===== config.mk =====
export PLATFORM = sky130hd
export DESIGN_NAME = load_input_pingpong
export DESIGN_NICKNAME = d
export VERILOG_FILES = /design/src/rtl/load_pkg.sv /design/src/rtl/load_bank.sv /design/src/rtl/load_input_pingpong.sv
export SDC_FILE = /design/constraint.sdc
export NUM_CORES = 1
export LEC_CHECK = 0
export BUFFER_PORTS_ARGS = -buffer_cell sky130_fd_sc_hd__buf_4
export CORE_UTILIZATION = 65
export CTS_BUF_LIST = sky130_fd_sc_hd__clkbuf_4 sky130_fd_sc_hd__clkbuf_8
export DETAILED_ROUTE_END_ITERATION = 10
export GPL_TIMING_DRIVEN = 0
export PLACE_DENSITY = 0.81
export SLEW_MARGIN = 10
export SYNTH_ARGS = -nofsm -noshare
export SYNTH_HDL_FRONTEND = slang
export SYNTH_HIERARCHICAL = 1
export SYNTH_SLANG_ARGS = --single-unit

===== constraint.sdc =====
create_clock -name clk -period 4.4 [get_ports clk]
set_input_delay 0.44 -clock clk [delete_from_list [all_inputs] [get_ports clk]]
set_output_delay 0.44 -clock clk [all_outputs]
set_load 0.02 [all_outputs]

===== src/rtl/load_pkg.sv =====
// Shared types and sizing helpers for the ping-pong image loader.
//   DATA_W_DEF / PIXELS_DEF : default beat width and image size
//   bank_state_e            : per-bank occupancy state
//   calc_beats()            : beats needed to cover one image
package load_pkg;

    localparam int unsigned DATA_W_DEF = 8;
    localparam int unsigned PIXELS_DEF = 784;

    typedef enum logic [1:0] {
        EMPTY   = 2'd0,
        FILLING = 2'd1,
        FULL    = 2'd2
    } bank_state_e;

    // Ceiling division: the last beat may be only partly used.
    function automatic int unsigned calc_beats(input int unsigned pixels,
                                               input int unsigned data_w);
        return (pixels + data_w - 1) / data_w;
    endfunction

endpackage


===== src/rtl/load_bank.sv =====
// One image bank: PIXELS x 1 bit, written one beat (DATA_W pixels) at a time,
// read one pixel at a time through a registered output.
//   we / beat_idx / wdata : write beat beat_idx; pixel beat_idx*DATA_W+j <= wdata[j]
//   rd_en / rd_addr       : registered read; rd_bit is 0 when rd_en was low
module load_bank #(
    parameter  int unsigned DATA_W = 8,
    parameter  int unsigned PIXELS = 784,
    parameter  int unsigned BEAT_W = 7,
    localparam int unsigned ADDR_W = $clog2(PIXELS)
) (
    input  logic              clk,
    input  logic              rst_n,
    input  logic              we,
    input  logic [BEAT_W-1:0] beat_idx,
    input  logic [DATA_W-1:0] wdata,
    input  logic              rd_en,
    input  logic [ADDR_W-1:0] rd_addr,
    output logic              rd_bit
);

    logic [PIXELS-1:0] mem_q, mem_d;
    logic              q_q, q_d;

    // Beat write: each pixel knows its own beat and lane, so bits past
    // PIXELS in the final beat simply have no storage to land in.
    always_comb begin
        mem_d = mem_q;
        for (int unsigned p = 0; p < PIXELS; p++) begin
            if (we && (beat_idx == BEAT_W'(p / DATA_W))) begin
                mem_d[p] = wdata[p % DATA_W];
            end
        end
    end

    // Gated read; the owner only enables it for in-range addresses.
    always_comb begin
        q_d = 1'b0;
        if (rd_en) begin
            q_d = mem_q[rd_addr];
        end
    end

    // Image storage is intentionally not reset.
    always_ff @(posedge clk) begin
        mem_q <= mem_d;
    end

    always_ff @(posedge clk) begin
        if (!rst_n) begin
            q_q <= 1'b0;
        end else begin
            q_q <= q_d;
        end
    end

    assign rd_bit = q_q;

endmodule


===== src/rtl/load_input_pingpong.sv =====
// Ping-pong image loader: beats of DATA_W pixels fill one bank while the
// consumer reads the other. Build option LOAD_OVERRUN_DET_EN adds the
// overrun pulse output for dropped triggers.
//   trigger / data : one beat per strobe, LSB = lowest pixel
//   rd_addr / q    : 1-cycle registered pixel read of the read bank
//   ready          : read bank holds a complete image
//   done           : consumer releases the read bank
//   overrun        : (LOAD_OVERRUN_DET_EN only) pulse after a dropped trigger
module load_input_pingpong #(
    parameter  int unsigned DATA_W = load_pkg::DATA_W_DEF,
    parameter  int unsigned PIXELS = load_pkg::PIXELS_DEF,
    localparam int unsigned ADDR_W = $clog2(PIXELS)
) (
    input  logic              clk,
    input  logic              rst_n,
    input  logic              trigger,
    input  logic [DATA_W-1:0] data,
    input  logic [ADDR_W-1:0] rd_addr,
    output logic              q,
    output logic              ready,
    input  logic              done
`ifdef LOAD_OVERRUN_DET_EN
    ,
    output logic              overrun
`endif
);
    import load_pkg::*;

    localparam int unsigned BEATS  = calc_beats(PIXELS, DATA_W);
    localparam int unsigned BEAT_W = (BEATS > 1) ? $clog2(BEATS) : 1;

    bank_state_e       state_q [2];
    bank_state_e       state_d [2];
    logic              wbank_q, wbank_d;
    logic              rbank_q, rbank_d;
    logic [BEAT_W-1:0] beat_q, beat_d;
    logic              ready_q, ready_d;

    logic accept_c, last_c, release_c, in_range_c;
    logic we_c    [2];
    logic rd_en_c [2];
    logic rd_bit  [2];

    // Bank state machine, pointers and beat counter.
    always_comb begin
        state_d    = state_q;
        wbank_d    = wbank_q;
        rbank_d    = rbank_q;
        beat_d     = beat_q;

        accept_c   = trigger && (state_q[wbank_q] != FULL);
        last_c     = (beat_q == BEAT_W'(BEATS - 1));
        release_c  = done && ready_q;
        in_range_c = (32'(rd_addr) < PIXELS);

        we_c[0]    = accept_c && !wbank_q;
        we_c[1]    = accept_c &&  wbank_q;
        rd_en_c[0] = ready_q && in_range_c && !rbank_q;
        rd_en_c[1] = ready_q && in_range_c &&  rbank_q;

        if (accept_c) begin
            if (last_c) begin
                state_d[wbank_q] = FULL;
                beat_d           = '0;
                wbank_d          = ~wbank_q;
            end else begin
                state_d[wbank_q] = FILLING;
                beat_d           = beat_q + BEAT_W'(1);
            end
        end

        // Release targets a FULL bank, accept a non-FULL one: never the same bank.
        if (release_c) begin
            state_d[rbank_q] = EMPTY;
            rbank_d          = ~rbank_q;
        end

        ready_d = (state_d[rbank_d] == FULL);
    end

    always_ff @(posedge clk) begin
        if (!rst_n) begin
            state_q[0] <= EMPTY;
            state_q[1] <= EMPTY;
            wbank_q    <= 1'b0;
            rbank_q    <= 1'b0;
            beat_q     <= '0;
            ready_q    <= 1'b0;
        end else begin
            state_q    <= state_d;
            wbank_q    <= wbank_d;
            rbank_q    <= rbank_d;
            beat_q     <= beat_d;
            ready_q    <= ready_d;
        end
    end

    for (genvar i = 0; i < 2; i++) begin : g_bank
        load_bank #(
            .DATA_W (DATA_W),
            .PIXELS (PIXELS),
            .BEAT_W (BEAT_W)
        ) u_bank (
            .clk      (clk),
            .rst_n    (rst_n),
            .we       (we_c[i]),
            .beat_idx (beat_q),
            .wdata    (data),
            .rd_en    (rd_en_c[i]),
            .rd_addr  (rd_addr),
            .rd_bit   (rd_bit[i])
        );
    end

    // At most one bank read is enabled, so OR-ing the registered bits is a mux.
    assign q     = rd_bit[0] | rd_bit[1];
    assign ready = ready_q;

`ifdef LOAD_OVERRUN_DET_EN
    logic overrun_q, overrun_d;

    always_comb begin
        overrun_d = trigger && !accept_c;
    end

    always_ff @(posedge clk) begin
        if (!rst_n) begin
            overrun_q <= 1'b0;
        end else begin
            overrun_q <= overrun_d;
        end
    end

    assign overrun = overrun_q;
`endif

endmodule


# --- After elaboration in Yosys (flattened, before gate mapping) ---
# Cells that the tools add are included.
totals:
  rom_bits: 0
  latch_bits: 0
  mem_bits_rw: 0
  regBits: 1584
  mem_count: 0
classes:
  order_cmp: 7
  n_mul: 0
  bitwise_logic: 14
  n_reduce_logical: 211
  mux: 19
  n_eq_ne: 99
  div: 0
  n_shift: 0
  n_addsub: 1
op_table:
  columns: ["operator", "n"]
  rows:
  - ["$eq A7 B7 Y1 const B", 34]
  - ["$eq A7 B6 Y1 const B", 32]
  - ["$logic_and A1 B1 Y1", 205]
  - ["$eq A7 B5 Y1 const B", 16]
  - ["$eq A7 B4 Y1 const B", 8]
  - ["$eq A7 B3 Y1 const B", 4]
  - ["$bmux W1 S10", 2]
  - ["$mux W2", 8]
  - ["$eq A7 B2 Y1 const B", 2]
  - ["$mux W4", 3]
  - ["$lt A10 B11 Y1 const B", 1]
  - ["$lt A10 B10 Y1 const B", 1]
  - ["$add A7 B1 Y7 const B", 1]
  - ["$eq A7 B1 Y1 const B", 1]
  - ["$logic_not A7 Y1", 1]
  - ["$mux W7", 1]
  - ["$ge A2 B2 Y1 const B", 3]
  - ["$not A1 Y2", 3]
  - ["$reduce_and A2 Y1", 3]
  - ["$and A2 B2 Y2", 2]
  - ["$and A4 B4 Y4", 1]
  - ["$demux W2 S1", 2]
  - ["$lt A2 B1 Y1 const B", 2]
  - ["$not A2 Y2", 2]
  - ["8 further kinds", 13]

# --- Depth between registers and ports, before layout ---
logic_depth:
  ltp_word: 15
  ltp_mapped: 13

# --- By module ---
# The synthesis kept the hierarchy.
modules_own_cells:
  columns: ["mod", "cells_per_inst", "seq_area_each_um2", "instances", "area_per_inst_um2"]
  rows:
  - ["load_bank", 1448, 23562.6, 2, 30536.8]
  - ["load_input_pingpong", 91, 280.3, 1, 743.2]

# --- Least setup slack after synthesis ---
# Ideal clock, no wire load.
synth_path:
  path_kind: "input-to-reg"
  startpoint: "input rd_addr[0]"
  endpoint: "register g_bank[0].u_bank.q_q"
  setup_time_ns: 0.122
  path_buffers: 5
  t_arrival_ns: 2.687
  path_slack_ns: 1.591
  path_stages: 11
  required_time_ns: 4.278
  path_cell_list: "buf_6 -> buf_6 -> buf_4 -> buf_6 -> buf_6 -> mux2i_1 -> o21ai_1 -> or4_1 -> nor3_1 -> nor4_1 -> o311a_1"
synth_via:
  elab_chain_len: 4
synth_lines:
  columns: ["element", "line", "text"]
  rows:
  - ["start, declared", "load_input_pingpong.sv:18", "input logic [ADDR_W-1:0] rd_addr,"]
  - ["parallel branches: the longest is 4 deep, another holds $bmux W1 S10", null, null]
  - ["end signal, assigned", "load_bank.sv:52", "q_q <= q_d;"]
  - ["end, declared", "load_bank.sv:22", "logic q_q, q_d;"]
# Several ways; the timed one is not identified. The select of a mux whose other input is x is not followed.
# A chain may end at the register's enable or synchronous reset.

# --- Worst setup path after layout ---
layout_path:
  startpoint: "input rd_addr[2]"
  endpoint: "register g_bank[0].u_bank.q_q"
# Same word-level chain as after synthesis.

==> out/qor.yml <==
status: "finished, final reports clean"
synth-edff-count: 1568
die_w_um: 310
pre_cts_ws_ps: 112
drv_cap: 0
power_w: 0.0296
vias_per_cell: 7.09
tightest_slew_ps: 1340
clock-root-buffer: "clkbuf_8"
grt_pass1_vias: 33200
min_from: "data[4]"
cts_setup_buffers: 0
drive_above_1_share: 0.250
grt_usage: 0.335
ys_seq_area_frac: 0.767
die-area_mm2: 0.0963
syn-num-nets: 3011
critPathBufInv: 4
rsz0062_at_grt: "false"
synth-seq-cells: 1584
numCtsBuffers: 227
nNetsFinal: 3279
rrSetupSlack_ps: 890
synthSimpleGateAreaFrac: 0.0360
powerDensity_mw_per_mm2: 432
rr_startpoint: "beat_q[4]"
max_slew_margin: 0.105
critPathLaunch: "rd_addr[2]"
syn_area_mm2: 0.0618
drtAntennaViolNets: 0
h-tree-depth: 4
synthAdderAreaFrac: 0.000405
drcViolationCount: 0
fp-row-count: 112
path_class: "input pin to flip-flop"
hold_path.class: "input pin to flip-flop"
clkTransAtPathRegs_ps: 60
post_cts_resized: 0
synth.yosys.warnings: 6
worstPathRequired_ps: 5220
portBuffers: 21
ys_types: 61
synth_top_family_by_area: "multiplexers"
timing.fmax_ghz: 0.271
vdd_drop_max_v: 0.000314
grt_pass1_wl_mm: 224
reg2reg_depth: 4
end_kind: "flip-flop"
grt-ovfl-total: 0
hpwlAfterDp_mm: 93.4
final.setup.tns_ps: 0
max_stage_delay_ps: 870
slew_violations: 0
netlist_instances: 2987
p_leak_nw: 21.6
synth_compound_area_frac: 0.0290
critPathLaunchType: "input pin"
cts_hold_buf: 6
clk_latency_ps: 880
clock-sinks: 1584
drtIter0Drc: 5573
routed_wl_mm: 158
async_flop_share: 0
synthFlopType: "edfxtp_1"
area_delta_synth_final_pct: 10.8
muxShareOfSynthArea: 0.152
arrival_ps: 4510
fin_crit_sh: 0.838
rr_endpoint: "g_bank[1].u_bank/mem_q[60]"
antenna_found_initial: 11
finalHoldViolations: 0
start_util: 0.659
core_area_mm2: 0.0937
wl_per_cell_um: 33.5
path_max_fanout: 13
critPathSlowestCell: "clkbuf_1"
setup_viol_count_final: 0
hold_end: "g_bank[0].u_bank/mem_q[124]"
crit_chain: "buf_4 -> clkbuf_1 -> clkbuf_1 -> clkbuf_1 -> nor2_1 -> nor4_1 -> nor3_1 -> a221oi_1 -> o311a_1"
grt_max_degree: 108
drtPass1Iterations: 7
vias: 33400
synth_xor_area_frac: 0.000142
setup_ws_ps: 711
io_pins: 24
holdPathStages: 1
synth.avg_cell_area_um2: 20.7
final.min_clock_period_ps: 3690
fin_skew_ps: 40.8
critPathTopFamily: "buffers and inverters"
clockBufferDepth: 3
die_h_um: 310
gp_congestion: 0.892
tritoncts: "done"
path_common_cell: "clkbuf_1"
## routing by layer
| metal | share of wire | GRT usage | wire length (um) |
|---|---|---|---|
| met3 | 0.16 | 0.111 | 25900 |
| met2 | 0.45 | 0.489 | 71500 |
| met1 | 0.34 | 0.476 | 53800 |
| met5 | 0.00080 | 0 | 126 |
| met4 | 0.040 | 0.132 | 6340 |
## metrics by stage
stage | util | hold slack (ps) | std cells | area [um^2]
after floorplan | - | 450 | 2987 | 61800
after global placement | 0.678 | 459 | 4262 | 63500
after detailed placement | 0.682 | 476 | 4274 | 63900
after CTS | 0.730 | 66.6 | 4702 | 68500
after global routing | 0.730 | 78.4 | 4703 | 68500
final | 0.730 | 102 | 4706 | 68500
## power by group
part	total [W]	internal, W	switching, W
logic	0.00160	0.000539	0.00106
registers	0.0166	0.0166	0.0000112
clock network	0.0114	0.00597	0.00540
## cell usage in the layout, fill, tap and decap left out, types with 7 or more instances in the layout
| cell type | n |
|---|---|
| a22oi_1 | 50 |
| o21ai_1 | 12 |
| o22ai_1 | 37 |
| nand3_1 | 25 |
| buf_16 | 12 |
| buf_4 | 41 |
| buf_6 | 24 |
| buf_8 | 8 |
| nand3b_1 | 10 |
| clkbuf_1 | 63 |
| a211oi_1 | 10 |
| clkbuf_8 | 236 |
| nor2_1 | 254 |
| nand4_1 | 12 |
| clkinv_2 | 25 |
| o211ai_1 | 7 |
| nand2b_1 | 14 |
| edfxtp_1 | 1568 |
| clkinv_1 | 70 |
| o21ai_0 | 20 |
| clkbuf_4 | 77 |
| mux2i_1 | 98 |
| nand2_1 | 109 |
| a21oi_1 | 52 |
| o221ai_1 | 34 |
| nor3_1 | 18 |
| inv_1 | 10 |
| nor2b_1 | 17 |
| buf_2 | 34 |
| dfxtp_1 | 16 |
| mux4_2 | 374 |
## kinds of logic (layout without fill, tap and decap cells)
group / Yosys count / count (layout)
flip-flops: 1584 / 1584
AND/OR/NAND/NOR: 502 / 502
multiplexers: 472 / 472
AO/OA/AOI/OAI: 259 / 259
buffers and inverters: 167 / 628
adder cells (fa/ha/maj): 2 / 2
XOR/XNOR: 1 / 1
other: 0 / 4
## final cells by class
cell class	instances	area, um^2
inverter	14	52.6
sequential	1584	47400
antenna	4	10.0
clock inverter	109	648
buffer	153	902
multi-input combinational	1236	13500
fill	4999	25300
clock buffer	313	3830
timing repair buffer	39	608
tap	1254	1570
## worst register-to-register path, cell delays in order, from the launching register on
cell and delay [ps]:
dfxtp_1 1010, or3_1 240, clkbuf_1 390, clkbuf_1 990
nor2_1 480
## how the worst max path moves through the flow
stage / endpoint / slack (ps) / depth (start not counted)
4_1_cts: g_bank[0].u_bank/rd_bit / 960 / 9
3_3_place_gp: g_bank[0].u_bank/rd_bit / 120 / 10
5_1_grt: g_bank[0].u_bank/rd_bit / 830 / 9
2_1_floorplan: g_bank[0].u_bank/rd_bit / 1590 / 11
6_report: g_bank[0].u_bank/rd_bit / 710 / 9
3_5_place_dp: g_bank[0].u_bank/rd_bit / 110 / 10
## state kept, by name, indices dropped and copies added, names as in the netlist
name	flops
rbank_q	1
ready	1
g_bank.u_bank/rd_bit	2
state_q	4
g_bank.u_bank/mem_q	1568
wbank_q	1
beat_q	7
## cells in the mapped netlist (14+ instances only)
cell      instances  area share
o221ai_1         34      0.0048
buf_2            34      0.0028
nor2b_1          17      0.0017
nand3_1          25      0.0020
mux2i_1          98       0.016
dfxtp_1          16      0.0052
nand2b_1         14      0.0014
edfxtp_1       1568        0.76
nor3_1           18      0.0015
buf_4            28      0.0034
nand2_1         109      0.0066
a22oi_1          50      0.0061
o21ai_0          20      0.0016
buf_6            24      0.0044
a21oi_1          52      0.0042
o22ai_1          37      0.0037
nor2_1          254       0.015
mux4_2          374        0.14
clkbuf_1         63      0.0038
No activity file was read; power rests on OpenSTA's default activity.
